File: config.mk
export PLATFORM = sky130hd
export DESIGN_NAME = reduce_pipe_flat
export DESIGN_NICKNAME = d
export VERILOG_FILES = /design/src/rtl/reduce_pipe_if.sv /design/src/rtl/reduce_pipe.sv /design/src/flat_wrapper.sv
export SDC_FILE = /design/constraint.sdc
export NUM_CORES = 1
export LEC_CHECK = 0
export CAP_MARGIN = 20
export CORE_UTILIZATION = 47
export CTS_CLUSTER_SIZE = 12
export DETAILED_ROUTE_END_ITERATION = 8
export GPL_TIMING_DRIVEN = 0
export HOLD_SLACK_MARGIN = 0.12
export PLACE_DENSITY = 0.87
export SKIP_LAST_GASP = 1
export SYNTH_ARGS = -nofsm -noshare
export SYNTH_HDL_FRONTEND = slang
export SYNTH_SLANG_ARGS = --single-unit
File: constraint.sdc
create_clock -name clk -period 2.1 [get_ports clk]
set_input_delay 0.21 -clock clk [delete_from_list [all_inputs] [get_ports clk]]
set_output_delay 0.21 -clock clk [all_outputs]
set_load 0.02 [all_outputs]
File: src/rtl/reduce_pipe_if.sv
`default_nettype none
// ============================================================================
// reduce_pipe_if : operand/result handshake bundle for reduce_pipe
// Revision      : 1.0 - initial release
// ============================================================================
interface reduce_pipe_if #(
  parameter int WIDTH = 8
) ();
  logic [WIDTH-1:0] in_data;
  logic [2:0]       in_mode;
  logic             in_valid;
  logic             in_ready;
  logic             out_y;
  logic             out_err;
  logic             out_valid;
  logic             out_ready;

  // master drives operands and consumes results
  modport master (
    output in_data, in_mode, in_valid, out_ready,
    input  in_ready, out_y, out_err, out_valid
  );

  modport slave (
    input  in_data, in_mode, in_valid, out_ready,
    output in_ready, out_y, out_err, out_valid
  );
endinterface
`default_nettype wire

File: src/rtl/reduce_pipe.sv
`default_nettype none
// ============================================================================
// reduce_pipe : two-stage AND/OR/XOR (and inverted) bit reduction with
//               valid/ready flow control and a single global advance
// Revision    : 1.0 - initial release
// ============================================================================
module reduce_pipe #(
  parameter int WIDTH = 8,
  parameter int GROUP = 4
) (
  input  wire logic    clk,
  input  wire logic    rst,
  reduce_pipe_if.slave bus
);
  localparam int         NP     = (WIDTH + GROUP - 1) / GROUP;
  localparam int         PADW   = NP * GROUP;
  localparam logic [1:0] OP_AND = 2'd0;
  localparam logic [1:0] OP_OR  = 2'd1;
  localparam logic [1:0] OP_XOR = 2'd2;

  // reserved modes 6/7 fall through to AND
  function automatic logic [1:0] base_op(input logic [2:0] mode);
    case (mode)
      3'd1, 3'd4: base_op = OP_OR;
      3'd2, 3'd5: base_op = OP_XOR;
      default:    base_op = OP_AND;
    endcase
  endfunction

  logic            advance;
  logic [1:0]      in_op;
  logic [1:0]      s1_op;
  logic [PADW-1:0] padded;
  logic [NP-1:0]   part;
  logic            combined;
  logic            invert;

  logic            s1_valid_q, s1_valid_d;
  logic [2:0]      s1_mode_q,  s1_mode_d;
  logic [NP-1:0]   s1_part_q,  s1_part_d;
  logic            out_y_q,     out_y_d;
  logic            out_err_q,   out_err_d;
  logic            out_valid_q, out_valid_d;

  assign advance = !out_valid_q || bus.out_ready;
  assign in_op   = base_op(bus.in_mode);
  assign s1_op   = base_op(s1_mode_q);

  // the unused tail of the last group carries the identity of the base op
  always_comb begin
    padded              = {PADW{in_op == OP_AND}};
    padded[WIDTH-1:0]   = bus.in_data;
  end

  for (genvar k = 0; k < NP; k++) begin : g_part
    logic [GROUP-1:0] grp;
    assign grp     = padded[k*GROUP +: GROUP];
    assign part[k] = (in_op == OP_OR)  ? |grp :
                     (in_op == OP_XOR) ? ^grp : &grp;
  end

  always_comb begin
    case (s1_op)
      OP_OR:   combined = |s1_part_q;
      OP_XOR:  combined = ^s1_part_q;
      default: combined = &s1_part_q;
    endcase
    invert = (s1_mode_q == 3'd3) || (s1_mode_q == 3'd4) || (s1_mode_q == 3'd5);
  end

  always_comb begin
    s1_valid_d  = s1_valid_q;
    s1_mode_d   = s1_mode_q;
    s1_part_d   = s1_part_q;
    out_valid_d = out_valid_q;
    out_y_d     = out_y_q;
    out_err_d   = out_err_q;
    if (advance) begin
      s1_valid_d  = bus.in_valid;
      out_valid_d = s1_valid_q;
      // payload only moves with a real transaction; bubbles leave it alone
      if (bus.in_valid) begin
        s1_mode_d = bus.in_mode;
        s1_part_d = part;
      end
      if (s1_valid_q) begin
        out_y_d   = combined ^ invert;
        out_err_d = s1_mode_q[2] & s1_mode_q[1];
      end
    end
  end

  always_ff @(posedge clk or posedge rst) begin
    if (rst) begin
      s1_valid_q  <= 1'b0;
      s1_mode_q   <= 3'd0;
      s1_part_q   <= '0;
      out_valid_q <= 1'b0;
      out_y_q     <= 1'b0;
      out_err_q   <= 1'b0;
    end else begin
      s1_valid_q  <= s1_valid_d;
      s1_mode_q   <= s1_mode_d;
      s1_part_q   <= s1_part_d;
      out_valid_q <= out_valid_d;
      out_y_q     <= out_y_d;
      out_err_q   <= out_err_d;
    end
  end

  assign bus.in_ready  = advance;
  assign bus.out_y     = out_y_q;
  assign bus.out_err   = out_err_q;
  assign bus.out_valid = out_valid_q;
endmodule
`default_nettype wire

File: src/flat_wrapper.sv
// flat-port wrapper written by rule: the top's interface ports become plain ports
module reduce_pipe_flat 
#(
  parameter int WIDTH = 8,
  parameter int GROUP = 4
)
  (clk, rst, bus_in_data, bus_in_mode, bus_in_valid, bus_out_ready, bus_in_ready, bus_out_y, bus_out_err, bus_out_valid);
  reduce_pipe_if #(.WIDTH(WIDTH)) bus_i ();
  input  wire logic clk;
  input  wire logic rst;
  input wire logic [$bits(bus_i.in_data)-1:0] bus_in_data;
  input wire logic [$bits(bus_i.in_mode)-1:0] bus_in_mode;
  input wire logic [$bits(bus_i.in_valid)-1:0] bus_in_valid;
  input wire logic [$bits(bus_i.out_ready)-1:0] bus_out_ready;
  output wire logic [$bits(bus_i.in_ready)-1:0] bus_in_ready;
  output wire logic [$bits(bus_i.out_y)-1:0] bus_out_y;
  output wire logic [$bits(bus_i.out_err)-1:0] bus_out_err;
  output wire logic [$bits(bus_i.out_valid)-1:0] bus_out_valid;
  assign bus_i.in_data = bus_in_data;
  assign bus_i.in_mode = bus_in_mode;
  assign bus_i.in_valid = bus_in_valid;
  assign bus_i.out_ready = bus_out_ready;
  assign bus_in_ready = bus_i.in_ready;
  assign bus_out_y = bus_i.out_y;
  assign bus_out_err = bus_i.out_err;
  assign bus_out_valid = bus_i.out_valid;
  reduce_pipe #(.WIDTH(WIDTH), .GROUP(GROUP)) u_core (.clk(clk), .rst(rst), .bus(bus_i));
endmodule
==> impl_summary.md <==
Floorplanning
The area of the core is 1490 sq um. The floorplan step defined a die boundary enclosing 1750 sq um. Measured along the y axis, the die boundary spans 41.8 um. The horizontal die dimension is 41.8 um. The site row count is 14.

The initial utilization of the core area, before any placement, comes to 0.500. In this run the count of I/O pins placed on the die edge is 19.

Clock tree
The total of hold buffers inserted after clock tree synthesis is 0. The maximum clock insertion buffer count is 2. In this run the number of H-tree levels came out at 1. Once the clock tree was built, the setup fixing pass inserted 0 buffers. The cell sitting at the root of the clock tree is a sky130_fd_sc_hd__clkbuf_4. The clock edge transition at the registers on the reported setup and hold paths is 0.06 ns. TritonCTS built the clock tree. The number of clock buffers added by TritonCTS is 3. The count of cells resized by post-cts repair is 0. Clock latency on the worst-skew pair, taken at its later pin, is 0.25 ns. The clock sink total is 9.

STA
The max-slew violation total from the final report was 0. For the pin with the worst max-slew slack, the measured transition is 0.353 ns. The sum of negative setup slack is 0 ns. In the finished design, the share of the clock period the worst path needs comes to 0.890.

Setup repair after global routing left no endpoint under its margin. The clock period could shrink to 1.87 ns. For this run, the top clock speed supported by timing is 535 MHz. On the final layout, the worst hold slack is 0.213 ns. The count of final setup violators is 0.

The normalized max-slew margin is 0.764. Setup slack on the critical path of the routed design comes to 0.232 ns. The setup clock skew after layout is 0.00340 ns. The number of failing hold endpoints at the final stage is 0.

Worst setup path
The worst setup path is captured at a register. For the worst setup path, the data required time is 2.24 ns. Counting both buffers and inverters, the worst setup path holds a total of 0. The data arrival time of the critical path is 2.01 ns. The class of the most critical setup path is reg2reg.

The longest individual stage delay on the worst path is 0.42 ns. The kind of cell adding the most delay to the critical path is compound AO/OA/AOI/OAI gates. Following the worst setup path forward leads to its endpoint at u_core.bus.out_y$_DFFE_PP0P_. The signal on the critical path passes through or2b_1 -> o21ai_0 -> ha_1 -> nor2b_1 -> a31oi_1 -> xnor2_1 -> o21ai_1. The destination of the worst register-to-register timing path is u_core.bus.out_y$_DFFE_PP0P_.

The number of stages on the worst setup path is 7. The worst reg-to-reg path cell count is 7. For this design, the slowest cell found on the critical path is sky130_fd_sc_hd__dfrtp_1. The most critical setup path has its startpoint at u_core.s1_mode_q[2]$_DFFE_PP0P_. The biggest fanout along the worst timing path is 5. The startpoint class of the critical path is a register. The worst register-to-register path begins at u_core.s1_mode_q[2]$_DFFE_PP0P_.

The setup slack of the worst register-to-register path is 0.23 ns.

Placed design
The number of buffers added on ports is 18. Prior to clock tree synthesis, the placed netlist has a worst setup slack of 0.208 ns. Routability-driven placement finished with a final weighted congestion of 0.731.

Detailed placement finished with a half-perimeter wire length of 1100 um.

Yosys
The Yosys warning count is 0. Synthesis inferred 9 register bits. The distinct cell type count of the synthesized netlist is 23. Summing every instance area after synthesis gives 744 sq um.

The share of the Yosys chip area taken by registers is 0.303. The synthesized area per cell is 9.08 sq um. The post-synthesis net count is 109. In the synthesized netlist, the number of instances is 82.

Detailed routing
For this run, the detailed router's first-pass iteration total came to 4. In the routed design, unresolved DRC markers number 0. The post-detailed-route count of antenna-violating nets is 0. The detailed router placed 589 vias in this run.

The routed wirelength normalized by instance count is 10.6 um. In the routed layout, each cell is associated on average with a via count of 4.91. The first-iteration detailed-routing DRC count is 6. The routed design has 1270 um of wire.

GRT
The global-route total usage across every layer is 0.169. Entering global routing, the biggest net connects 10 pins. The initial antenna violation count is 0. The via count of the first global-routing pass is 553. The global-route wire length before repair is 2260 um. The residual overflow from global routing is 0.

Pwr
The ratio of total power to cell area is 683 nW/um^2. The leakage power figure is 0.497 nW. VDD sags by at most 0.000293 V.

Job
The tool flagged a number of max-cap violations equal to 0.

Hold path
The path class of the tightest hold or removal check is in2async.

Final layout
The area growth from synthesis to layout is 30.4%. The number of inserted diodes is 0. The final-stage net count is 132. In the layout the commonest cells are sky130_fd_sc_hd__clkdlybuf4s50_1, sky130_fd_sc_hd__inv_1, sky130_fd_sc_hd__ha_1. The utilization after layout is 0.652. The library cell used most frequently in the layout, excluding fill and tap cells, is sky130_fd_sc_hd__clkdlybuf4s50_1.

Of the cells placed in the final design, the portion with a size suffix greater than 1 is 0.115.

Run status
The run finished with clean final reports.
==> worst min-delay path by stage <==
stage,startpoint,slack (ns),end
floorplan,rst,0.04,u_core.bus.out_err$_DFFE_PP0P_
global placement,u_core.s1_valid_q$_DFFE_PP0N_,0.45,u_core.bus.out_valid$_DFFE_PP0N_
detailed placement,u_core.s1_valid_q$_DFFE_PP0N_,0.46,u_core.bus.out_valid$_DFFE_PP0N_
CTS,rst,0.22,u_core.bus.out_err$_DFFE_PP0P_
global route,rst,0.23,u_core.s1_mode_q[1]$_DFFE_PP0P_
finish,rst,0.21,u_core.bus.out_err$_DFFE_PP0P_
==> per-layer routing <==
metal | track usage | wire length, um | vias up
met5 | 0 | 0 | -
met4 | 0.0774 | 0 | 0
met3 | 0.0130 | 36 | 0
met2 | 0.316 | 707 | 18
met1 | 0.193 | 528 | 265
li1 | - | - | 306
==> cells in the mapped netlist <==
| library cell | n | share of area |
|---|---|---|
| sky130_fd_sc_hd__and2b_1 | 1 | 0.010 |
| sky130_fd_sc_hd__mux2_2 | 5 | 0.076 |
| sky130_fd_sc_hd__inv_1 | 16 | 0.081 |
| sky130_fd_sc_hd__o21ai_2 | 1 | 0.012 |
| sky130_fd_sc_hd__nand2b_4 | 1 | 0.018 |
| sky130_fd_sc_hd__nor2b_1 | 1 | 0.0084 |
| sky130_fd_sc_hd__nand2_1 | 10 | 0.050 |
| sky130_fd_sc_hd__nand3b_1 | 1 | 0.010 |
| sky130_fd_sc_hd__xnor2_1 | 4 | 0.047 |
| sky130_fd_sc_hd__or2b_1 | 1 | 0.010 |
| sky130_fd_sc_hd__a41o_1 | 2 | 0.027 |
| sky130_fd_sc_hd__o21ai_1 | 1 | 0.0067 |
| sky130_fd_sc_hd__xor2_1 | 1 | 0.012 |
| sky130_fd_sc_hd__dfrtp_1 | 9 | 0.30 |
| sky130_fd_sc_hd__buf_6 | 1 | 0.015 |
| sky130_fd_sc_hd__ha_1 | 12 | 0.20 |
| sky130_fd_sc_hd__and2_4 | 1 | 0.012 |
| sky130_fd_sc_hd__o21bai_1 | 1 | 0.010 |
| sky130_fd_sc_hd__o21ai_0 | 3 | 0.020 |
| sky130_fd_sc_hd__a21oi_1 | 4 | 0.027 |
| sky130_fd_sc_hd__a31oi_1 | 1 | 0.0084 |
| sky130_fd_sc_hd__nor2_1 | 2 | 0.010 |
| sky130_fd_sc_hd__nand2b_1 | 3 | 0.025 |
==> flip-flops by register name, summed over array words and instances, names as in the netlist <==
signal,flops
u_core.s1_part_q,2
u_core.bus.out_err,1
u_core.s1_valid_q,1
u_core.bus.out_valid,1
u_core.bus.out_y,1
u_core.s1_mode_q,3
==> worst reg2reg max path, stage by stage (launching register included) <==
cell and delay (ns):
sky130_fd_sc_hd__dfrtp_1 0.42, sky130_fd_sc_hd__or2b_1 0.26, sky130_fd_sc_hd__o21ai_0 0.24, sky130_fd_sc_hd__ha_1 0.30, sky130_fd_sc_hd__nor2b_1 0.14, sky130_fd_sc_hd__a31oi_1 0.18, sky130_fd_sc_hd__xnor2_1 0.15, sky130_fd_sc_hd__o21ai_1 0.07
==> layout make-up <==
type / instances / area, sq um
fillers: 131 / 518
multi-input cells: 56 / 448
flip-flops and latches: 9 / 225
repair buffers: 18 / 180
inverters: 16 / 60.1
clock buffers: 4 / 26.3
well taps: 16 / 20.0
plain buffers: 1 / 11.3
==> stage by stage <==
step | instance area [sq um] | total power, mW | instances
after detailed placement | 945 | 0.540 | 116
after global placement | 945 | 0.524 | 116
after CTS | 971 | 0.673 | 120
after global routing | 971 | 0.717 | 120
after floorplan | 744 | 0.431 | 82
final | 971 | 0.663 | 120
==> cell families (layout without fill, tap and decap cells) <==
family / count (synthesis) / after routing / synth area share
muxes: 5 / 5 / 0.0756
DFF: 9 / 9 / 0.303
AOI/OAI and AO/OA: 13 / 13 / 0.111
buffers and inverters: 17 / 39 / 0.0958
adders and majority gates: 12 / 12 / 0.202
xor gates and xnor gates: 5 / 5 / 0.0588
and+or+nand+nor: 21 / 21 / 0.155
==> where the power goes <==
group          internal [mW]  total [mW]  switching (mW)
sequential             0.211       0.242          0.0308
clock                 0.0731       0.131          0.0579
combinational          0.156       0.290           0.134
(Power assumes the default switching activity.)
